**config.mk**
```make
export PLATFORM = sky130hd
export DESIGN_NAME = cmd_dispatcher
export DESIGN_NICKNAME = d
export VERILOG_FILES = /design/src/rtl/cmd_dispatcher.sv
export SDC_FILE = /design/constraint.sdc
export NUM_CORES = 1
export LEC_CHECK = 0
export CAP_MARGIN = 25
export CORE_MARGIN = 8
export CORE_UTILIZATION = 49
export DETAILED_ROUTE_END_ITERATION = 12
export PLACE_DENSITY = 0.72
export SLEW_MARGIN = 20
export SYNTH_ARGS = -nofsm -noshare
export SYNTH_HDL_FRONTEND = slang
export SYNTH_SLANG_ARGS = --single-unit
```
**constraint.sdc**
```tcl
create_clock -name clk -period 3.05 [get_ports clk]
set_clock_uncertainty 0.05 [all_clocks]
set_input_delay 0.915 -clock clk [delete_from_list [all_inputs] [get_ports clk]]
set_output_delay 0.915 -clock clk [all_outputs]
set_load 0.02 [all_outputs]
```
**src/rtl/cmd_dispatcher.sv**
```systemverilog
// cmd_dispatcher: decodes UART command bytes against a per-channel opcode
// table, starts the matching sub-controller and waits for its done, with a
// watchdog timeout. State is shown on status LEDs plus a sticky error code.
// Optional macro CMD_DISP_QUEUE_EN adds a one-entry pending slot for a byte
// that arrives while a channel is busy; without it such bytes are dropped
// and flagged as overrun.
module cmd_dispatcher #(
    parameter int                       DATA_W      = 8,
    parameter int                       NUM_CH      = 2,
    parameter logic [NUM_CH*DATA_W-1:0] CMD_TABLE   = {8'h0F, 8'hF0},
    parameter int                       TIMEOUT_CYC = 1000000,
    parameter int                       START_PULSE = 0,
    parameter int                       STAT_W      = 2
) (
    input  logic              clk,
    input  logic              rst_n,
    input  logic              rxrdy,
    input  logic [DATA_W-1:0] rxdw,
    input  logic [NUM_CH-1:0] done,
    output logic [NUM_CH-1:0] start,
    output logic              busy,
    output logic              cmd_ack,
    output logic [1:0]        err_code,
    output logic [STAT_W-1:0] sleds
);

    localparam int CH_W  = (NUM_CH > 1) ? $clog2(NUM_CH) : 1;
    localparam int CNT_W = (TIMEOUT_CYC > 1) ? $clog2(TIMEOUT_CYC + 1) : 1;

    // Counter value seen during the last allowed BUSY cycle.
    localparam logic [CNT_W-1:0] CNT_LAST =
        (TIMEOUT_CYC > 0) ? CNT_W'(TIMEOUT_CYC - 1) : '0;

    localparam logic [1:0] ERR_NONE    = 2'b00;
    localparam logic [1:0] ERR_OPCODE  = 2'b01;
    localparam logic [1:0] ERR_TIMEOUT = 2'b10;
    localparam logic [1:0] ERR_OVERRUN = 2'b11;

    typedef enum logic [1:0] {
        ST_IDLE  = 2'd0,
        ST_BUSY  = 2'd1,
        ST_ERROR = 2'd2
    } state_t;

    state_t            state;
    logic [CH_W-1:0]   act_ch;
    logic [CNT_W-1:0]  cnt;

    logic              dec_vld;
    logic [DATA_W-1:0] dec_byte;
    logic [CH_W:0]     dec_res;
    logic              dec_hit;
    logic [CH_W-1:0]   dec_ch;
    logic              done_act;
    logic              timeout_hit;

`ifdef CMD_DISP_QUEUE_EN
    logic              slot_full;
    logic [DATA_W-1:0] slot_data;
`endif

    // Returns {hit, index}; scanning downwards lets the lowest match win.
    function automatic logic [CH_W:0] match_opcode(input logic [DATA_W-1:0] b);
        logic [CH_W:0] r;
        r = '0;
        for (int i = NUM_CH - 1; i >= 0; i--) begin
            if (CMD_TABLE[i*DATA_W +: DATA_W] == b) begin
                r = {1'b1, CH_W'(i)};
            end
        end
        return r;
    endfunction

    // Select the byte to decode when idle: a pending byte takes priority
    // over a freshly received one.
    always_comb begin
        dec_vld  = rxrdy;
        dec_byte = rxdw;
`ifdef CMD_DISP_QUEUE_EN
        if (slot_full) begin
            dec_vld  = 1'b1;
            dec_byte = slot_data;
        end
`endif
        dec_res = match_opcode(dec_byte);
        dec_hit = dec_res[CH_W];
        dec_ch  = dec_res[CH_W-1:0];
    end

    assign done_act    = done[act_ch];
    assign timeout_hit = (TIMEOUT_CYC != 0) && (cnt == CNT_LAST);

    // Main control FSM with all outputs registered.
    always_ff @(posedge clk or negedge rst_n) begin
        if (!rst_n) begin
            state    <= ST_IDLE;
            act_ch   <= '0;
            cnt      <= '0;
            start    <= '0;
            busy     <= 1'b0;
            cmd_ack  <= 1'b0;
            err_code <= ERR_NONE;
            sleds    <= '0;
`ifdef CMD_DISP_QUEUE_EN
            slot_full <= 1'b0;
            slot_data <= '0;
`endif
        end else begin
            cmd_ack <= 1'b0;
            case (state)
                ST_IDLE, ST_ERROR: begin
`ifdef CMD_DISP_QUEUE_EN
                    // The pending byte is consumed now; a byte arriving in the
                    // same cycle takes its place.
                    if (slot_full) begin
                        slot_full <= rxrdy;
                        if (rxrdy) begin
                            slot_data <= rxdw;
                        end
                    end
`endif
                    if (dec_vld) begin
                        if (dec_hit) begin
                            state    <= ST_BUSY;
                            act_ch   <= dec_ch;
                            cnt      <= '0;
                            start    <= NUM_CH'(1) << dec_ch;
                            busy     <= 1'b1;
                            cmd_ack  <= 1'b1;
                            err_code <= ERR_NONE;
                            sleds    <= STAT_W'(dec_ch) + STAT_W'(1);
                        end else begin
                            state    <= ST_ERROR;
                            start    <= '0;
                            busy     <= 1'b0;
                            err_code <= ERR_OPCODE;
                            sleds    <= '1;
                        end
                    end
                end

                ST_BUSY: begin
                    cnt <= cnt + CNT_W'(1);
                    if (START_PULSE != 0) begin
                        start <= '0;
                    end

                    // A byte during BUSY is handled first so that a timeout in
                    // the same cycle overrides its effect.
                    if (rxrdy) begin
`ifdef CMD_DISP_QUEUE_EN
                        if (!slot_full) begin
                            slot_full <= 1'b1;
                            slot_data <= rxdw;
                        end else begin
                            err_code <= ERR_OVERRUN;
                        end
`else
                        err_code <= ERR_OVERRUN;
`endif
                    end

                    if (done_act) begin
                        state <= ST_IDLE;
                        start <= '0;
                        busy  <= 1'b0;
                        sleds <= '0;
                    end else if (timeout_hit) begin
                        state    <= ST_ERROR;
                        start    <= '0;
                        busy     <= 1'b0;
                        err_code <= ERR_TIMEOUT;
                        sleds    <= '1;
`ifdef CMD_DISP_QUEUE_EN
                        slot_full <= 1'b0;
`endif
                    end
                end

                default: begin
                    state <= ST_IDLE;
                    start <= '0;
                    busy  <= 1'b0;
                    sleds <= '0;
                end
            endcase
        end
    end

endmodule

```
==> flow_summary_export.csv <==
group,metric,value,unit
status,status,"finished clean",
floorplanning,ios,21,
clock_tree,cts_buffers,5,
setup_path,cp_num_buf_inv,1,
timing,drv_slew,0,
pwr,power_leakage,0.7422,nW
setup_path,critPathMaxFanout,13,
clock_tree,cts_setup_buffers,0,
grt,grtUsageTotal,14.84,%
layout,diodes,0,
run,maxCapViolCount,0,
timing,hold_violations,0,
placement,dp_slack,268.3,ps
routing,dr.pass1.iters,4,
yosys,syn_area,1563,um2
setup_path,worstSetupPathType,"flop to output port",
floorplanning,die_x,72.48,um
yosys,synth_flop_cell,"dfrtp_1",
layout,fin_area,1877,um2
yosys,synth_nets,179,
floorplanning,die-area,5253,um2
clock_tree,cts.clk_slew.worst_paths,90,ps
routing,dr.first_iter.drc_count,151,
setup_path,startpoint_type,"flop",
placement,gp_congestion,0.8941,
floorplanning,core,3053,um2
setup_path,arrival,1600,ps
placement,io_buffers,20,
clock_tree,cts_root_buf,"clkbuf_4",
timing,tns,0,ps
routing,wl,3672,um
placement,placed_area,1817,um2
yosys,synth-edff-count,0,
routing,vias,1388,
grt,grt_pass1_wl,6141,um
yosys,synth.top_cells.by_area,"dfrtp_1 (48%), nand3_1 (4.2%), nand2_1 (4.1%)",
grt,grt_pass1_vias,1318,
layout,drive_gt1_share,10.99,%
timing,rsz0062_at_grt,"false",
placement,dp_hpwl,2777,um
pwr,peakVddDrop,0.3058,mV
yosys,yosysSeqAreaShare,48.04,%
routing,post_drt_via_cell_ratio,5.906,
floorplanning,rows,20,
timing,slew_headroom,63.08,%
timing,clock.fmax,0.3900,GHz
yosys,avgSynthCellArea,9.471,um2
grt,grt_max_degree,31,
layout,final_nets,204,
timing,setup_viol_count_final,0,
routing,ant_nets,0,
routing,drcViolationCount,0,
yosys,async_flop_share,100.0,%
yosys,yosys.area.top_type,"dfrtp_1",
floorplanning,die_h,72.48,um
yosys,synth_seq_cells,30,
setup_path,critPathTopFamily,"buffers and inverters",
timing,worst_slack,486.2,ps
yosys,synthCells,165,
setup_path,cp.required,2080,ps
clock_tree,htreeDepth,2,
setup_path,r2r-start,"cnt[0]$_DFFE_PN0P_",
pwr,power_density,472.8,nW/um2
yosys,synth_warnings,0,
grt,antenna_found_initial,0,
min_path,min_path_type,"flop to flop",
routing,routedWlPerCell,15.63,um
clock_tree,clock_path_buffers,2,
timing,tightest_slew,549.6,ps
yosys,ys_top_cells_by_count,"dfrtp_1 (30), nand2_1 (17), nand3_1 (13), a21oi_1 (12), o21ai_0 (10)",
floorplanning,start_util,51.19,%
clock_tree,cts_tree,"yes",
setup_path,worstSetupEndpointType,"output port",
setup_path,path_cells,"clkdlybuf4s50_1",
setup_path,slowest_delay,690,ps
yosys,synth_top_area_share,48.04,%
setup_path,cp-startpoint,"busy$_DFFE_PN0P_",
min_path,min-delay-start,"cnt[18]$_DFFE_PN0P_",
yosys,synth.most_common_cell,"dfrtp_1",
yosys,synthDistinctLibCells,41,
layout,area_growth,20.10,%
grt,grt_remaining_overflow,0,
clock_tree,hold_buffers,0,
layout,n_fill_cell,277,
timing,period_minus_slack,2564,ps
clock_tree,ctsResizeCount,0,
clock_tree,clkLatencyLatePin,320,ps
clock_tree,clock-sinks,30,
setup_path,crit_slowest_cell,"clkdlybuf4s50_1",
timing,fin_crit_sh,84.06,%
cell type report:
type                            instances  area, um2  share of cell area (%)
Clock buffer                            7      55.05                   2.933
Clock inverter                          1      5.005                  0.2667
Inverter                                6      27.53                   1.467
Multi-Input combinational cell        125      768.2                   40.93
Sequential cell                        30      750.7                   40.00
Tap cell                               44      55.05                   2.933
Timing Repair Buffer                   22      215.2                   11.47
power breakdown:
part	internal (mW)	switching (mW)	leakage [nW]
Clock	0.112	0.128	0.0353
Sequential	0.442	0.0590	0.332
Combinational	0.0704	0.0759	0.375
Total	0.624	0.263	0.742
worst paths after layout:
path / end / slack, ps / cells after the start
max: busy / 490 / 1
min: cnt[18]$_DFFE_PN0P_ / 460 / 1
max reg2reg: sleds[0]$_DFFE_PN0P_ / 1020 / 6
min reg2reg: cnt[18]$_DFFE_PN0P_ / 460 / 1
max in group asynchronous: state[1]$_DFFE_PN0P_ / 1760 / 2
min in group asynchronous: cnt[6]$_DFFE_PN0P_ / 920 / 2
cells by family (layout without fill, tap and decap cells):
group           Yosys count  count (layout)  synth area share [%]
buf+inv                  10              36                 2.802
flops                    30              30                 48.04
mux                       3               3                 1.922
simple gates             74              74                 27.14
fa+ha+maj                 1               1                0.8005
compound gates           44              44                 17.62
xor+xnor                  3               3                 1.682
state kept, by name (all words and copies together) (netlist names):
register  count
cnt          20
err_code      2
sleds         2
start         2
act_ch        1
busy          1
cmd_ack       1
state         1
layer usage:
metal  track usage [%]  wire (um)
met5                 0          0
met4             5.556         40
met3             4.821        222
met2             21.87       1786
met1             19.62       1622
layout by cell type, fill, tap and decap left out, types with 2 or more instances in the layout:
| master | count |
|---|---|
| clkdlybuf4s50_1 | 20 |
| nor2_1 | 7 |
| a21oi_1 | 12 |
| o21ai_0 | 10 |
| and3_1 | 4 |
| or4_4 | 2 |
| clkbuf_4 | 5 |
| dfrtp_1 | 30 |
| o22ai_1 | 2 |
| o2bb2ai_1 | 2 |
| nor2_2 | 2 |
| mux2i_1 | 3 |
| xnor2_1 | 2 |
| o21a_1 | 4 |
| a22o_1 | 2 |
| nand4_1 | 8 |
| nand2_1 | 17 |
| nand3_1 | 13 |
| buf_4 | 2 |
| nor4_1 | 3 |
| inv_1 | 5 |
| nor3_1 | 8 |
| a31oi_1 | 6 |
through the flow:
step	utilization [%]	hold WS [ps]	power (mW)	std cells
floorplan	-	399.4	0.5907	165
global placement	59.51	427.5	0.6475	227
detailed placement	59.51	453.0	0.6533	227
CTS	61.48	465.5	0.8976	235
global route	61.48	475.5	0.9421	235
finish	61.48	464.9	0.8874	235
Note: power is estimated with default switching activity, not from simulation.
